==> src/rtl/wb_write_queue_if.sv <==
// Bus bundle for wb_write_queue: producer A/B handshakes, register file write
// port, decode lookup and the stall statistic.
interface wb_write_queue_if #(
    parameter int DATA_W = 32,
    parameter int ADDR_W = 5
);
    logic              a_valid;
    logic [ADDR_W-1:0] a_addr;
    logic [DATA_W-1:0] a_data;
    logic              a_ready;

    logic              b_valid;
    logic [ADDR_W-1:0] b_addr;
    logic [DATA_W-1:0] b_data;
    logic              b_ready;

    logic              rf_we;
    logic [ADDR_W-1:0] rf_waddr;
    logic [DATA_W-1:0] rf_wdata;

    logic [ADDR_W-1:0] lk_addr1;
    logic [ADDR_W-1:0] lk_addr2;
    logic              lk_hit1;
    logic [DATA_W-1:0] lk_data1;
    logic              lk_hit2;
    logic [DATA_W-1:0] lk_data2;

    logic [31:0]       stall_count;

    modport master (
        output a_valid, a_addr, a_data,
        output b_valid, b_addr, b_data,
        output lk_addr1, lk_addr2,
        input  a_ready, b_ready,
        input  rf_we, rf_waddr, rf_wdata,
        input  lk_hit1, lk_data1, lk_hit2, lk_data2,
        input  stall_count
    );

    modport slave (
        input  a_valid, a_addr, a_data,
        input  b_valid, b_addr, b_data,
        input  lk_addr1, lk_addr2,
        output a_ready, b_ready,
        output rf_we, rf_waddr, rf_wdata,
        output lk_hit1, lk_data1, lk_hit2, lk_data2,
        output stall_count
    );
endinterface

==> src/rtl/wb_write_queue.sv <==
// In-order writeback queue in front of the register file write port, with a
// pending-write lookup for decode. Optional stall counter under WBQ_STATS_EN.
module wb_write_queue #(
    parameter int DEPTH  = 4,
    parameter int DATA_W = 32,
    parameter int ADDR_W = 5
) (
    input logic             clk,
    input logic             reset,
    wb_write_queue_if.slave bus
);
    localparam int PTR_W = $clog2(DEPTH);
    localparam int CNT_W = PTR_W + 1;

    logic [ADDR_W-1:0] addr_q [DEPTH];
    logic [ADDR_W-1:0] addr_d [DEPTH];
    logic [DATA_W-1:0] data_q [DEPTH];
    logic [DATA_W-1:0] data_d [DEPTH];
    logic [PTR_W-1:0]  head_q, head_d;
    logic [PTR_W-1:0]  tail_q, tail_d;
    logic [CNT_W-1:0]  count_q, count_d;

    logic a_ready, b_ready;
    logic a_store, b_store;
    logic pop;

    // Readiness uses the start-of-cycle count; A owns the last free slot.
    always_comb begin
        a_ready = (count_q <= CNT_W'(DEPTH - 1));
        b_ready = (count_q <= CNT_W'(DEPTH - 2)) ||
                  ((count_q == CNT_W'(DEPTH - 1)) && !bus.a_valid);
        a_store = bus.a_valid && a_ready && (bus.a_addr != '0);
        b_store = bus.b_valid && b_ready && (bus.b_addr != '0);
        pop     = (count_q != '0);
    end

    always_comb begin
        addr_d = addr_q;
        data_d = data_q;
        tail_d = tail_q;
        if (a_store) begin
            addr_d[tail_d] = bus.a_addr;
            data_d[tail_d] = bus.a_data;
            tail_d         = tail_d + PTR_W'(1);
        end
        if (b_store) begin
            addr_d[tail_d] = bus.b_addr;
            data_d[tail_d] = bus.b_data;
            tail_d         = tail_d + PTR_W'(1);
        end
        head_d  = pop ? head_q + PTR_W'(1) : head_q;
        count_d = count_q + CNT_W'(a_store) + CNT_W'(b_store) - CNT_W'(pop);
    end

    always_ff @(posedge clk) begin
        addr_q <= addr_d;
        data_q <= data_d;
        if (reset) begin
            head_q  <= '0;
            tail_q  <= '0;
            count_q <= '0;
        end else begin
            head_q  <= head_d;
            tail_q  <= tail_d;
            count_q <= count_d;
        end
    end

    assign bus.a_ready  = a_ready;
    assign bus.b_ready  = b_ready;
    assign bus.rf_we    = pop;
    assign bus.rf_waddr = pop ? addr_q[head_q] : '0;
    assign bus.rf_wdata = pop ? data_q[head_q] : '0;

    logic              hit1, hit2;
    logic [DATA_W-1:0] ldata1, ldata2;
    logic [PTR_W-1:0]  lk_idx;

    // Walk oldest to youngest so the youngest match is the one left standing.
    always_comb begin
        hit1   = 1'b0;
        hit2   = 1'b0;
        ldata1 = '0;
        ldata2 = '0;
        lk_idx = '0;
        for (int unsigned i = 0; i < DEPTH; i++) begin
            lk_idx = head_q + PTR_W'(i);
            if (CNT_W'(i) < count_q) begin
                if ((bus.lk_addr1 != '0) && (addr_q[lk_idx] == bus.lk_addr1)) begin
                    hit1   = 1'b1;
                    ldata1 = data_q[lk_idx];
                end
                if ((bus.lk_addr2 != '0) && (addr_q[lk_idx] == bus.lk_addr2)) begin
                    hit2   = 1'b1;
                    ldata2 = data_q[lk_idx];
                end
            end
        end
    end

    assign bus.lk_hit1  = hit1;
    assign bus.lk_data1 = ldata1;
    assign bus.lk_hit2  = hit2;
    assign bus.lk_data2 = ldata2;

`ifdef WBQ_STATS_EN
    logic [31:0] stall_q, stall_d;
    logic        stall_evt;

    always_comb begin
        stall_evt = (bus.a_valid && !a_ready) || (bus.b_valid && !b_ready);
        stall_d   = stall_q;
        if (stall_evt && (stall_q != '1)) begin
            stall_d = stall_q + 32'd1;
        end
    end

    always_ff @(posedge clk) begin
        if (reset) begin
            stall_q <= '0;
        end else begin
            stall_q <= stall_d;
        end
    end

    assign bus.stall_count = stall_q;
`else
    assign bus.stall_count = '0;
`endif
endmodule

==> src/flat_wrapper.sv <==
// flat-port wrapper written by rule: the top's interface ports become plain ports
module wb_write_queue_flat 
#(
    parameter int DEPTH  = 4,
    parameter int DATA_W = 32,
    parameter int ADDR_W = 5
)
  (clk, reset, bus_a_valid, bus_a_addr, bus_a_data, bus_b_valid, bus_b_addr, bus_b_data, bus_lk_addr1, bus_lk_addr2, bus_a_ready, bus_b_ready, bus_rf_we, bus_rf_waddr, bus_rf_wdata, bus_lk_hit1, bus_lk_data1, bus_lk_hit2, bus_lk_data2, bus_stall_count);
  wb_write_queue_if #(.DATA_W(DATA_W), .ADDR_W(ADDR_W)) bus_i ();
  input logic clk;
  input logic reset;
  input wire logic [$bits(bus_i.a_valid)-1:0] bus_a_valid;
  input wire logic [$bits(bus_i.a_addr)-1:0] bus_a_addr;
  input wire logic [$bits(bus_i.a_data)-1:0] bus_a_data;
  input wire logic [$bits(bus_i.b_valid)-1:0] bus_b_valid;
  input wire logic [$bits(bus_i.b_addr)-1:0] bus_b_addr;
  input wire logic [$bits(bus_i.b_data)-1:0] bus_b_data;
  input wire logic [$bits(bus_i.lk_addr1)-1:0] bus_lk_addr1;
  input wire logic [$bits(bus_i.lk_addr2)-1:0] bus_lk_addr2;
  output wire logic [$bits(bus_i.a_ready)-1:0] bus_a_ready;
  output wire logic [$bits(bus_i.b_ready)-1:0] bus_b_ready;
  output wire logic [$bits(bus_i.rf_we)-1:0] bus_rf_we;
  output wire logic [$bits(bus_i.rf_waddr)-1:0] bus_rf_waddr;
  output wire logic [$bits(bus_i.rf_wdata)-1:0] bus_rf_wdata;
  output wire logic [$bits(bus_i.lk_hit1)-1:0] bus_lk_hit1;
  output wire logic [$bits(bus_i.lk_data1)-1:0] bus_lk_data1;
  output wire logic [$bits(bus_i.lk_hit2)-1:0] bus_lk_hit2;
  output wire logic [$bits(bus_i.lk_data2)-1:0] bus_lk_data2;
  output wire logic [$bits(bus_i.stall_count)-1:0] bus_stall_count;
  assign bus_i.a_valid = bus_a_valid;
  assign bus_i.a_addr = bus_a_addr;
  assign bus_i.a_data = bus_a_data;
  assign bus_i.b_valid = bus_b_valid;
  assign bus_i.b_addr = bus_b_addr;
  assign bus_i.b_data = bus_b_data;
  assign bus_i.lk_addr1 = bus_lk_addr1;
  assign bus_i.lk_addr2 = bus_lk_addr2;
  assign bus_a_ready = bus_i.a_ready;
  assign bus_b_ready = bus_i.b_ready;
  assign bus_rf_we = bus_i.rf_we;
  assign bus_rf_waddr = bus_i.rf_waddr;
  assign bus_rf_wdata = bus_i.rf_wdata;
  assign bus_lk_hit1 = bus_i.lk_hit1;
  assign bus_lk_data1 = bus_i.lk_data1;
  assign bus_lk_hit2 = bus_i.lk_hit2;
  assign bus_lk_data2 = bus_i.lk_data2;
  assign bus_stall_count = bus_i.stall_count;
  wb_write_queue #(.DEPTH(DEPTH), .DATA_W(DATA_W), .ADDR_W(ADDR_W)) u_core (.clk(clk), .reset(reset), .bus(bus_i));
endmodule
==> config.mk <==
export PLATFORM = sky130hd
export DESIGN_NAME = wb_write_queue_flat
export DESIGN_NICKNAME = d
export VERILOG_FILES = /design/src/rtl/wb_write_queue_if.sv /design/src/rtl/wb_write_queue.sv /design/src/flat_wrapper.sv
export SDC_FILE = /design/constraint.sdc
export NUM_CORES = 1
export LEC_CHECK = 0
export ABC_AREA = 0
export CELL_PAD_IN_SITES_DETAIL_PLACEMENT = 1
export CELL_PAD_IN_SITES_GLOBAL_PLACEMENT = 2
export CORE_ASPECT_RATIO = 0.7
export CORE_UTILIZATION = 35
export DETAILED_ROUTE_END_ITERATION = 16
export PLACE_DENSITY_LB_ADDON = 0.1
export SYNTH_ARGS = -nofsm -noshare
export SYNTH_HDL_FRONTEND = slang
export SYNTH_SLANG_ARGS = --single-unit
==> constraint.sdc <==
create_clock -name clk -period 7.7 [get_ports clk]
set_input_delay 2.31 -clock clk [delete_from_list [all_inputs] [get_ports clk]]
set_output_delay 2.31 -clock clk [all_outputs]
set_load 0.01 [all_outputs]
### After elaboration in Yosys (flattened, before gate mapping)

Index checks and enable logic that the tools add are counted.

| storage, ports and cells | value |
|---|---|
| register bits | 155 |
| input bits | 88 |
| output and inout bits | 138 |
| word-level logic and storage cells | 146 |

| operators by class | value |
|---|---|
| add/subtract/negate cells | 8 |
| $lt $le $gt $ge | 14 |
| eq/ne operators | 9 |
| multiplexer cells | 76 |
| bitwise gates (word level) | 6 |
| reductions and logical operators | 22 |

Operators by type and width:

| cell | count |
|---|---|
| 32-bit 2-to-1 mux | 27 |
| 32-bit binary-select mux with 2-bit select | 4 |
| 128-bit bitwise mux | 2 |
| 128-bit 2-to-1 mux | 2 |
| 32-bit demux with 2-bit select | 2 |
| 5-bit 2-to-1 mux | 11 |
| 5-bit binary-select mux with 2-bit select | 4 |
| 20-bit bitwise mux | 2 |
| 5-bit == test | 8 |
| 20-bit 2-to-1 mux | 2 |
| 5-bit demux with 2-bit select | 2 |
| 5-bit nonzero test | 4 |
| 3-bit >= comparator, second input constant | 6 |
| 2-bit inverter with 3-bit output | 6 |
| 1-bit 2-to-1 mux | 16 |
| 1-bit logical AND | 15 |
| 2-bit by 1-bit adder with 2-bit output, second input constant | 3 |
| 3-bit by 1-bit adder with 3-bit output | 2 |
| 3-bit by 2-bit <= comparator with 1-bit output, second input constant | 2 |
| 1-bit by 3-bit < comparator with 1-bit output, first input constant | 2 |
| 2-bit by 3-bit < comparator with 1-bit output, first input constant | 2 |
| 3-bit by 1-bit < comparator with 1-bit output, second input constant | 2 |
| 2-bit adder, second input constant | 2 |
| 2-bit 2-to-1 mux | 2 |
| 5 further kinds | 5 |

### Longest topological paths before layout

| depth | value |
|---|---|
| depth in word-level cells | 14 |
| gate-level depth with buffers | 13 |
| mapped depth without buffers | 11 |

### Least setup slack after synthesis

Ideal clock, no wire load.

| path | value |
|---|---|
| path type | input to output |
| start point | input port bus_lk_addr2[0] |
| end point | output port bus_lk_data2[27] |
| arrival time | 4.374 ns |
| data required time | 5.390 ns |
| slack | 1.016 ns |
| stages | 9 |
| path buffers | 3 |
| cells stage by stage | clkbuf_1 > nor4_1 > or3_1 > a211oi_4 > o211ai_2 > and2_1 > buf_6 > buf_4 > a221oi_1 |

| between the ends | value |
|---|---|
| word-level cells in the longest chain between the ends | 10 |
| elaborated cells on any way between the ends | 17 |
| classes of those cells | eq/ne (4); mux (8); reduce/logical (5) |

Ends and longest elaborated chain:

| item | line | RTL |
|---|---|---|
| from (decl) | flat_wrapper.sv:19 | `input wire logic [$bits(bus_i.lk_addr2)-1:0] bus_lk_addr2;` |
| 5-bit == test or 5-bit nonzero test (tied branches) | wb_write_queue.sv:93 | `if ((bus.lk_addr2 != '0) && (addr_q[lk_idx] == bus.lk_addr2)) begin` |
| 1-bit logical AND | wb_write_queue.sv:93 |  |
| 32-bit 2-to-1 mux | wb_write_queue.sv:93 |  |
| 32-bit 2-to-1 mux | wb_write_queue.sv:88 | `if (CNT_W'(i) < count_q) begin` |
| 32-bit 2-to-1 mux | wb_write_queue.sv:93 |  |
| 32-bit 2-to-1 mux | wb_write_queue.sv:88 |  |
| 32-bit 2-to-1 mux | wb_write_queue.sv:93 |  |
| 32-bit 2-to-1 mux | wb_write_queue.sv:88 |  |
| 32-bit 2-to-1 mux | wb_write_queue.sv:93 |  |
| 32-bit 2-to-1 mux * | wb_write_queue.sv:88 |  |
| to (decl) | flat_wrapper.sv:28 | `output wire logic [$bits(bus_i.lk_data2)-1:0] bus_lk_data2;` |

Every way passes the cells marked *; elsewhere a longest branch is shown, timed or not.

### Worst setup path after layout

| path | value |
|---|---|
| start point | input port bus_lk_addr1[4] |
| end point | output port bus_lk_data1[11] |

| between the ends | value |
|---|---|
| word-level cells in the longest chain between the ends | 10 |
| elaborated cells on any way between the ends | 17 |
| classes of those cells | eq/ne (4); mux (8); reduce/logical (5) |

Ends and longest elaborated chain:

| item | line | RTL |
|---|---|---|
| from (decl) | flat_wrapper.sv:18 | `input wire logic [$bits(bus_i.lk_addr1)-1:0] bus_lk_addr1;` |
| 5-bit == test or 5-bit nonzero test (tied branches) | wb_write_queue.sv:89 | `if ((bus.lk_addr1 != '0) && (addr_q[lk_idx] == bus.lk_addr1)) begin` |
| 1-bit logical AND | wb_write_queue.sv:89 |  |
| 32-bit 2-to-1 mux | wb_write_queue.sv:89 |  |
| 32-bit 2-to-1 mux | wb_write_queue.sv:88 |  |
| 32-bit 2-to-1 mux | wb_write_queue.sv:89 |  |
| 32-bit 2-to-1 mux | wb_write_queue.sv:88 |  |
| 32-bit 2-to-1 mux | wb_write_queue.sv:89 |  |
| 32-bit 2-to-1 mux | wb_write_queue.sv:88 |  |
| 32-bit 2-to-1 mux | wb_write_queue.sv:89 |  |
| 32-bit 2-to-1 mux * | wb_write_queue.sv:88 |  |
| to (decl) | flat_wrapper.sv:26 | `output wire logic [$bits(bus_i.lk_data1)-1:0] bus_lk_data1;` |

Marked as above.

==> key figures <==
Timing
  • Worst-margin pin slew: 994 ps
  • Period utilization: 0.996
  • FMAX: 130 MHz
  • Final worst path period need: 7670 ps
  • Hold Vio Cnt, Final: 0
  • Hold_ws: 564 ps
  • Slew headroom: 0.337
  • Clock Skews: 12.4 ps
  • Fin. max-slew vios: 0
  • # setup viols final: 0
  • RSZ-0062 raised after global routing: false

Die
  • # IOs: 226
  • DIE WIDTH: 240 um
  • Core area: 0.0387 mm2
  • Total Die Area: 0.0404 mm2
  • Row cnt: 60
  • Chip Height: 168 um
  • Initial Util: 0.358

Power
  • Worst ir drop on vdd: 0.000202 V
  • P per Cell Area: 466 mW/mm2
  • Lkg Pwr: 0.00709 uW

Global route
  • Gr ovfl total: 0
  • Largest net degree at the start of global routing: 76
  • Total track usage: 0.282
  • First-pass GRT wire length: 87.1 mm
  • Vias in the first global route: 14200
  • Initial antenna violation count: 2

CTS
  • CTS Buffer Depth: 2
  • TritonCTS clock tree: done
  • Clock Sinks: 155
  • Root Driver: clkbuf_16
  • Reg clk slew, reported paths: 70 ps
  • Htree depth: 4
  • Clk_lat worst skew: 450 ps
  • CTS buffer count: 17

Layout
  • Area Overhead vs Synth: 24.0%
  • Final instance area: 0.0172 mm2
  • Final #Nets: 1952
  • Layout Cells excl Fill: 2391
  • Fraction of layout cells with a size suffix above 1: 0.113
  • Layout Utilization: 0.443

Logic synthesis
  • Synthesis Warnings: 0
  • Commonest cells post-synth: 271 x mux2i_1, 253 x nand2_1, 155 x dfxtp_1
  • Top-count cell post-synth: mux2i_1
  • Post-Syn Area: 0.0139 mm2
  • Post-synth top area cell: dfxtp_1
  • Synth top area cells: dfxtp_1 22%, mux2i_1 20%, mux4_2 8.0%
  • Synth top area share: 0.224
  • Syn avg cell area: 8.05 um2
  • FFs w/ async S/R, synth: 0
  • Synth unique cells: 46
  • Dominant synthesized flop cell: dfxtp_1
  • EDFF count, synth: 0
  • Synth Register Bits: 155
  • Post-Synthesis Cells: 1721
  • Seq/Total Area, Yosys: 0.224

Setup path
  • Worst R2R Path Depth: 9
  • Reg2Reg Capture Point: u_core.data_q[97]
  • Cell family with most CP delay: buffers and inverters
  • Max incr delay on CP: 620 ps
  • Critical Path, Cell by Cell: clkdlybuf4s50_1 > buf_4 > xor2_1 > nor4_2 > buf_4 > and2_2 > buf_12 > a2111oi_0 > a211oi_1 > clkdlybuf4s50_1
  • CP Buf/Inv Count: 5
  • Startpoint types: input port
  • Crit Path Max Fanout: 24
  • Worst Path Arrival: 5360 ps
  • Worst EP required: 5390 ps
  • Slowest stage cell, crit path: clkdlybuf4s50_1
  • Setup CP Type: input port to primary output
  • Setup crit end kind: primary output
  • FF-to-FF Start: u_core.count_q[2]
  • R2r setup slk: 4390 ps

Routing
  • Routed length per instance: 23.8 um
  • DRT iter0 DRCs: 1044
  • Drt via density: 5.80
  • Pre-Repair DR Iteration Count: 5
  • Routed Antenna Nets: 0
  • Routed wire length: 57.0 mm
  • DRC viols: 0
  • Via count: 13900

Min path
  • WHS Path Cells: 2
  • Startpoint of the worst hold path: u_core.data_q[2]
  • Min-Delay Endpoint: u_core.data_q[2]
  • Hold WC Path Type: flop to flop

Placed design
  • Buffers on Ports: 193
  • Detailed placement HPWL: 37.7 mm
  • Cell Area, Placed: 0.0164 mm2
  • Placed cells: 2353
  • RePlAce Congestion: 0.841

Job
  • Max Cap Viol: 0

Run status
  • Status: completed
[cell type report]
| class | count | area (um2) |
|---|---|---|
| fill | 4569 | 21600 |
| multi-input combinational | 1384 | 10000 |
| sequential | 155 | 3110 |
| timing repair buffer | 277 | 2720 |
| tap | 527 | 659 |
| clock buffer | 18 | 429 |
| clock inverter | 13 | 176 |
| inverter | 16 | 62.6 |
| antenna | 1 | 2.50 |
[tightest hold or removal path, delay by kind of cell (launching register included)]
family             cells  cell delay [ps]
AOI/OAI and AO/OA      1               80
muxes                  1              120
DFF                    1              320
[registers in the layout, indices dropped and copies added (netlist names)]
| name | cells |
|---|---|
| u_core.data_q | 128 |
| u_core.count_q | 3 |
| u_core.head_q | 2 |
| u_core.addr_q | 20 |
| u_core.tail_q | 2 |
[repair_timing]
| action | in CTS | in global routing |
|---|---|---|
| cloned | 1 | 1 |
| endpoints found under the setup margin | 58 | 18 |
| endpoints found under the hold margin | 0 | 0 |
| resized for setup | 10 | 7 |
| pin swaps | 0 | 7 |
| hold buffers | 0 | 0 |
| buffers inserted | 0 | 4 |
[report_power, final]
part | internal [uW] | leakage, uW | total, uW | switching, uW
sequential | 1240 | 0.00130 | 1760 | 522
combinational | 2300 | 0.00549 | 5330 | 3030
clock | 538 | 0.000291 | 922 | 384
[placed cells by master (no fill, tap or decap), drive strengths merged, types with 3 or more instances in the layout]
master	synthesis	layout
nor2	107	107
nor3	9	9
buf	93	83
nand3	9	9
clkinvlp	0	3
clkdlybuf4s50	0	192
nor4	5	5
a221oi	27	27
mux2i	272	272
nor3b	29	29
o21ai	154	154
a2111oi	29	29
nand4	32	32
conb	1	32
o211ai	4	4
nor2b	58	59
o21a	3	3
a211oi	90	90
mux2	6	6
bufinv	0	4
clkinv	0	6
a21oi	62	62
nand2	253	253
mux4	49	49
and2	44	44
a31oi	33	33
xnor2	31	31
inv	16	16
dfxtp	155	155
ha	11	11
o2111ai	6	6
clkbuf	105	19
xor2	15	15
[per-stage QoR]
step | setup TNS (ps) | total power [uW] | setup WS [ps]
floorplan | 0 | 4990 | 1020
global placement | -1850 | 6870 | -178
detailed placement | -3230 | 6980 | -182
CTS | 0 | 7960 | 18.4
global route | 0 | 8560 | 7.73
finish | 0 | 8010 | 27.8
[metal layers]
metal  global-route usage  part of all wire  up-vias
li1                     -                 -     6482
met1                0.401              0.49     6927
met2                0.434              0.44      391
met3               0.0487             0.054       69
met4               0.0811             0.020        2
met5                    0           0.00023        -
[how the worst max path moves through the flow]
stage | slack [ps] | to | depth (start not counted) | startpoint
floorplan | 1020 | bus_lk_data2[27] | 9 | bus_lk_addr2[0]
finish | 30 | bus_lk_data1[11] | 10 | bus_lk_addr1[4]
global route | 8 | bus_lk_data2[14] | 11 | bus_lk_addr2[0]
global placement | -180 | bus_lk_data1[31] | 10 | bus_lk_addr1[1]
detailed placement | -180 | bus_lk_data1[31] | 10 | bus_lk_addr1[4]
CTS | 20 | bus_lk_data2[9] | 10 | bus_lk_addr2[1]
[cell families after synthesis]
group                      share of synthesized area
xor gates and xnor gates                      0.0291
muxes                                          0.281
DFF                                            0.224
AOI/OAI and AO/OA                              0.188
and+or+nand+nor                                0.187
buffers and inverters                         0.0770
other                                       0.000271
adders and majority gates                     0.0128
Note: power is estimated with default switching activity, not from simulation.
